===== config.mk =====
export PLATFORM = sky130hd
export DESIGN_NAME = uart_rx_fifo
export DESIGN_NICKNAME = d
export VERILOG_FILES = /design/src/rtl/uart_rx_fifo.sv
export SDC_FILE = /design/constraint.sdc
export NUM_CORES = 1
export LEC_CHECK = 0
export ABC_AREA = 1
export CORE_AREA = 2 2 98 100
export CTS_BUF_LIST = sky130_fd_sc_hd__clkbuf_16
export DETAILED_ROUTE_END_ITERATION = 10
export DIE_AREA = 0 0 100 102
export PLACE_DENSITY = 0.77
export SYNTH_ARGS = -nofsm -noshare
export SYNTH_HDL_FRONTEND = slang
export SYNTH_SLANG_ARGS = --single-unit

===== constraint.sdc =====
create_clock -name clk -period 3.5 [get_ports clk]
set_clock_uncertainty 0.1 [all_clocks]
set_input_delay 0.7 -clock clk [delete_from_list [all_inputs] [get_ports clk]]
set_output_delay 0.7 -clock clk [all_outputs]
set_load 0.03 [all_outputs]

===== src/rtl/uart_rx_fifo.sv =====
// uart_rx_fifo: UART receiver (8N1-style framing, configurable data width)
// feeding a first-word fall-through receive FIFO with sticky error flags.
// Optional even-parity bit enabled by defining UART_RX_PARITY_EN; without it
// frames go DATA->STOP directly and parity_err is tied to 0.
module uart_rx_fifo #(
    parameter int DATA_BITS    = 8,
    parameter int CLKS_PER_BIT = 434,
    parameter int FIFO_DEPTH   = 8
) (
    input  logic                              clk,
    input  logic                              rst,
    input  logic                              UART_Rx,
    input  logic                              rd_en,
    input  logic                              clr_err,
    output logic [DATA_BITS-1:0]              rd_data,
    output logic                              empty,
    output logic                              full,
    output logic [$clog2(FIFO_DEPTH+1)-1:0]   count,
    output logic                              frame_err,
    output logic                              overrun_err,
    output logic                              parity_err
);

    localparam int CNT_W = $clog2(CLKS_PER_BIT);
    localparam int BIT_W = $clog2(DATA_BITS + 1);
    localparam int PTR_W = $clog2(FIFO_DEPTH);
    localparam int CW    = $clog2(FIFO_DEPTH + 1);

    localparam logic [CNT_W-1:0] HALF_M1  = CNT_W'(CLKS_PER_BIT / 2 - 1);
    localparam logic [CNT_W-1:0] BIT_LAST = CNT_W'(CLKS_PER_BIT - 1);
    localparam logic [BIT_W-1:0] DBIT_LAST = BIT_W'(DATA_BITS - 1);
    localparam logic [CW-1:0]    DEPTH_C  = CW'(FIFO_DEPTH);

    typedef enum logic [2:0] {
        IDLE   = 3'd0,
        START  = 3'd1,
        DATA   = 3'd2,
        PARITY = 3'd3,
        STOP   = 3'd4
    } state_t;

    // synchronizer and edge detect
    logic sync1_q, sync2_q, prev_q;

    // receiver state
    state_t               state_q;
    logic [CNT_W-1:0]     clk_cnt_q;
    logic [BIT_W-1:0]     bit_cnt_q;
    logic [DATA_BITS-1:0] shift_q;
`ifdef UART_RX_PARITY_EN
    logic                 par_bad_q;
`endif

    // FIFO storage
    logic [DATA_BITS-1:0] mem_q [FIFO_DEPTH];
    logic [PTR_W-1:0]     wr_ptr_q, rd_ptr_q;
    logic [CW-1:0]        count_q, count_d;

    logic frame_err_q, overrun_err_q, parity_err_q;

    logic fall, stop_tick, word_ok, pop, accept, frame_set, overrun_set, parity_set;

    // Falling edge seen only on synchronized samples; prev_q resets high so an
    // idle-high line after reset never looks like a start bit.
    assign fall      = prev_q & ~sync2_q;
    assign stop_tick = (state_q == STOP) && (clk_cnt_q == BIT_LAST);
`ifdef UART_RX_PARITY_EN
    assign word_ok    = stop_tick & sync2_q & ~par_bad_q;
    assign parity_set = stop_tick & par_bad_q;
`else
    assign word_ok    = stop_tick & sync2_q;
    assign parity_set = 1'b0;
`endif
    assign frame_set   = stop_tick & ~sync2_q;
    assign pop         = rd_en & ~empty;
    // A full FIFO still takes the word when the head leaves in the same cycle.
    assign accept      = word_ok & (~full | pop);
    assign overrun_set = word_ok & ~accept;

    // 2-flop synchronizer plus one history flop for edge detection
    always_ff @(posedge clk or negedge rst) begin
        if (!rst) begin
            sync1_q <= 1'b1;
            sync2_q <= 1'b1;
            prev_q  <= 1'b1;
        end else begin
            sync1_q <= UART_Rx;
            sync2_q <= sync1_q;
            prev_q  <= sync2_q;
        end
    end

    // receive FSM: mid-bit sampling via a per-bit cycle counter
    always_ff @(posedge clk or negedge rst) begin
        if (!rst) begin
            state_q   <= IDLE;
            clk_cnt_q <= '0;
            bit_cnt_q <= '0;
            shift_q   <= '0;
`ifdef UART_RX_PARITY_EN
            par_bad_q <= 1'b0;
`endif
        end else begin
            case (state_q)
                IDLE: begin
                    clk_cnt_q <= '0;
                    if (fall) begin
                        state_q   <= START;
                        bit_cnt_q <= '0;
                    end
                end
                START: begin
                    if (clk_cnt_q == HALF_M1) begin
                        clk_cnt_q <= '0;
                        state_q   <= sync2_q ? IDLE : DATA;
                    end else begin
                        clk_cnt_q <= clk_cnt_q + CNT_W'(1);
                    end
                end
                DATA: begin
                    if (clk_cnt_q == BIT_LAST) begin
                        clk_cnt_q <= '0;
                        shift_q   <= {sync2_q, shift_q[DATA_BITS-1:1]};
                        bit_cnt_q <= bit_cnt_q + BIT_W'(1);
                        if (bit_cnt_q == DBIT_LAST) begin
`ifdef UART_RX_PARITY_EN
                            state_q <= PARITY;
`else
                            state_q <= STOP;
`endif
                        end
                    end else begin
                        clk_cnt_q <= clk_cnt_q + CNT_W'(1);
                    end
                end
                PARITY: begin
                    if (clk_cnt_q == BIT_LAST) begin
                        clk_cnt_q <= '0;
                        state_q   <= STOP;
`ifdef UART_RX_PARITY_EN
                        // even parity: data ones plus parity bit must be even
                        par_bad_q <= (^shift_q) ^ sync2_q;
`endif
                    end else begin
                        clk_cnt_q <= clk_cnt_q + CNT_W'(1);
                    end
                end
                STOP: begin
                    if (clk_cnt_q == BIT_LAST) begin
                        clk_cnt_q <= '0;
                        state_q   <= IDLE;
                    end else begin
                        clk_cnt_q <= clk_cnt_q + CNT_W'(1);
                    end
                end
                default: begin
                    state_q   <= IDLE;
                    clk_cnt_q <= '0;
                end
            endcase
        end
    end

    // next occupancy from push/pop pair
    always_comb begin
        count_d = count_q;
        case ({accept, pop})
            2'b10:   count_d = count_q + CW'(1);
            2'b01:   count_d = count_q - CW'(1);
            default: count_d = count_q;
        endcase
    end

    // FIFO storage and pointers; storage resets so rd_data reads 0 out of reset
    always_ff @(posedge clk or negedge rst) begin
        if (!rst) begin
            for (int i = 0; i < FIFO_DEPTH; i++) mem_q[i] <= '0;
            wr_ptr_q <= '0;
            rd_ptr_q <= '0;
            count_q  <= '0;
        end else begin
            if (accept) begin
                mem_q[wr_ptr_q] <= shift_q;
                wr_ptr_q        <= wr_ptr_q + PTR_W'(1);
            end
            if (pop) rd_ptr_q <= rd_ptr_q + PTR_W'(1);
            count_q <= count_d;
        end
    end

    // sticky error flags; a new error in the clear cycle wins
    always_ff @(posedge clk or negedge rst) begin
        if (!rst) begin
            frame_err_q   <= 1'b0;
            overrun_err_q <= 1'b0;
            parity_err_q  <= 1'b0;
        end else begin
            if (frame_set)        frame_err_q   <= 1'b1;
            else if (clr_err)     frame_err_q   <= 1'b0;
            if (overrun_set)      overrun_err_q <= 1'b1;
            else if (clr_err)     overrun_err_q <= 1'b0;
            if (parity_set)       parity_err_q  <= 1'b1;
            else if (clr_err)     parity_err_q  <= 1'b0;
        end
    end

    assign rd_data     = mem_q[rd_ptr_q];
    assign count       = count_q;
    assign empty       = (count_q == '0);
    assign full        = (count_q == DEPTH_C);
    assign frame_err   = frame_err_q;
    assign overrun_err = overrun_err_q;
    assign parity_err  = parity_err_q;

endmodule


==> reports/qor.yml <==
synth-edff-count: 0
ff_latch_area_um2: 2581
clk_latency_ns: 0.35
final_nets: 687
worstMarginPinSlew_ns: 0.7937
wire_per_inst_um: 16.63
synth.area.top_cells: "dfrtp_1 47%, nand2_1 16%, nand4_1 7.9%"
dr.pass1.iters: 5
clk_pin_slew_ns: 0.07
vdd_ir_drop_max_mv: 0.4472
final.min_clock_period_ns: 3.215
hp-class: "reg2reg"
worstSetupStartpointType: "flop"
drt_iter0_drc: 386
io_pins: 22
grt_max_degree: 76
std_cell_rows: 35
stdcell_area_um2: 5837
synth-seq-area-share_pct: 48.43
multiInputGateArea_um2: 2430
slew_violations: 0
coreArea_um2: 9109
nFillCells: 792
setup_viol: 0
stdcell_count: 788
fmaxAchievable_ghz: 0.3110
track_usage_pct: 27.45
hold-worst-slack_ns: 0.2579
ctsHoldBuffers: 0
io_buffer_count: 20
finalCritPeriodShare_pct: 91.86
gp_congestion: 0.8342
numCtsBuffers: 9
worstPathMaxFanout: 13
ys_top_cells_by_count: "228 x nand2_1, 100 x dfrtp_1, 71 x nor2_1, 67 x nand4_1, 52 x o21ai_0"
htreeDepth: 3
start_util_pct: 58.52
vias: 4644
routed_wl_mm: 13.11
layout-drive-gt1-share_pct: 8.124
cts.sink_count: 103
hpwl_mm: 8.533
required_ns: 2.70
totalPowerFinal_mw: 3.839
netlist.area_leader.share_pct: 46.95
die_x_um: 100
yosys_warnings: 0
powerDensity_nw_per_um2: 657.6
hold_start: "sync1_q"
cts_tree: "yes"
die_area_um2: 10200
grt_pass1_vias: 4507
fp.dieH_um: 102
synth-main-ff-cell: "dfrtp_1"
diodes: 0
maxCapViolations: 0
synth_top_area_cell: "dfrtp_1"
area_delta_synth_final_pct: 9.507
placed_area_um2: 5547
yosys.cell_types.count: 35
syn_nets: 686
cts_root_buf: "clkbuf_16"
antenna_found_initial: 0
cts_setup_buffers: 0
vias_per_cell: 5.893
critPathKind: "reg2out"
grt_overflow: 0
syn_area_per_cell_um2: 7.944
synthArstFlopShare_pct: 100.0
p_leak_nw: 2.986
drtAntennaViolNets: 0
dp_cells: 772
reg2reg_from: "clk_cnt_q[1]"
endpoint_kind: "primary output"
hold_violations: 0
syn_inst: 671
grt_pass1_wl_mm: 21.94
clock_path_buffers: 2
status: "finished, final reports clean"
fin_setup_tns_ns: 0
ctsResizeCount: 0
synth_area_um2: 5330
worstPathArrival_ns: 2.42
crit_path_start: "rd_ptr_q[0]"
rsz0062_at_grt: "no"
synth-seq-cells: 103
yosysMostFrequentCell: "nand2_1"
drc: 0
relSlewSlack_pct: 47.09
==> logic make-up after synthesis <==
| logic type | Yosys count | synth area share, % |
|---|---|---|
| flip-flops | 103 | 48.43 |
| XOR/XNOR | 10 | 1.643 |
| AO/OA/AOI/OAI | 63 | 6.033 |
| AND/OR/NAND/NOR | 410 | 35.35 |
| adder cells (fa/ha/maj) | 10 | 2.488 |
| buffers and inverters | 74 | 5.986 |
| other | 1 | 0.07035 |
==> critical path, stage by stage, from the launching register on <==
cell	delay, ns
dfrtp_1	0.37
inv_1	0.31
buf_4	0.28
nor2_1	0.06
o21ai_0	0.24
nand2_1	0.08
nand2_1	0.08
clkdlybuf4s50_1	0.66
==> flip-flops by register name, indices dropped and copies added, names as in the netlist, 3 cells and up <==
register   count
mem_q         64
state_q        3
shift_q        8
count          4
wr_ptr_q       3
bit_cnt_q      4
clk_cnt_q      9
rd_ptr_q       3
==> report_power, final <==
group          switching [mW]  internal, mW
combinational           0.983         0.514
clock                   0.440         0.551
sequential             0.0886          1.26
==> path summary, 6_finish.rpt <==
kind	slack, ns	cells after the start	to
max in group asynchronous	2.15	2	prev_q
setup reg to reg	0.96	16	count[3]
hold / removal	0.26	0	sync2_q
hold reg to reg	0.26	0	sync2_q
setup / recovery	0.28	7	rd_data[7]
min in group asynchronous	0.27	1	rd_ptr_q[2]
==> layout by cell type (no fill, tap or decap), types with 2 or more instances in the layout <==
| master | netlist | routed |
|---|---|---|
| nand2_1 | 228 | 228 |
| dfrtp_1 | 100 | 100 |
| nor2_1 | 71 | 71 |
| nand4_1 | 67 | 67 |
| o21ai_0 | 52 | 52 |
| inv_1 | 27 | 29 |
| clkdlybuf4s50_1 | 0 | 19 |
| nand3_1 | 15 | 15 |
| buf_4 | 4 | 10 |
| ha_1 | 9 | 9 |
| clkbuf_16 | 0 | 9 |
| nor3_2 | 8 | 8 |
| nand4_2 | 8 | 8 |
| inv_2 | 7 | 7 |
| xor2_1 | 7 | 7 |
| nor3_1 | 5 | 5 |
| o21ai_1 | 4 | 4 |
| a21oi_1 | 4 | 4 |
| xnor2_1 | 3 | 3 |
| dfstp_2 | 3 | 3 |
| nor2_4 | 2 | 2 |
| clkinv_2 | 0 | 2 |
==> per-stage QoR <==
step	setup WS [ns]	utilization (%)
final	0.2849	64.08
after global routing	0.09763	64.08
after CTS	0.2536	64.08
after detailed placement	0.6188	60.89
after global placement	0.6731	60.89
after floorplan	1.061	-
==> final cells by class <==
| class | count | share of cell area [%] |
|---|---|---|
| Sequential cell | 103 | 44.22 |
| Timing Repair Buffer | 29 | 4.544 |
| Inverter | 35 | 2.251 |
| Clock buffer | 9 | 3.859 |
| Multi-Input combinational cell | 494 | 41.63 |
| Tap cell | 111 | 2.379 |
| Clock inverter | 7 | 1.115 |
==> metal layers <==
layer	global-route usage [%]	routed length [um]
met2	46.10	6385
met3	5.062	818
met5	0	0
met1	36.45	5600
met4	9.168	299
(Power assumes the default switching activity.)
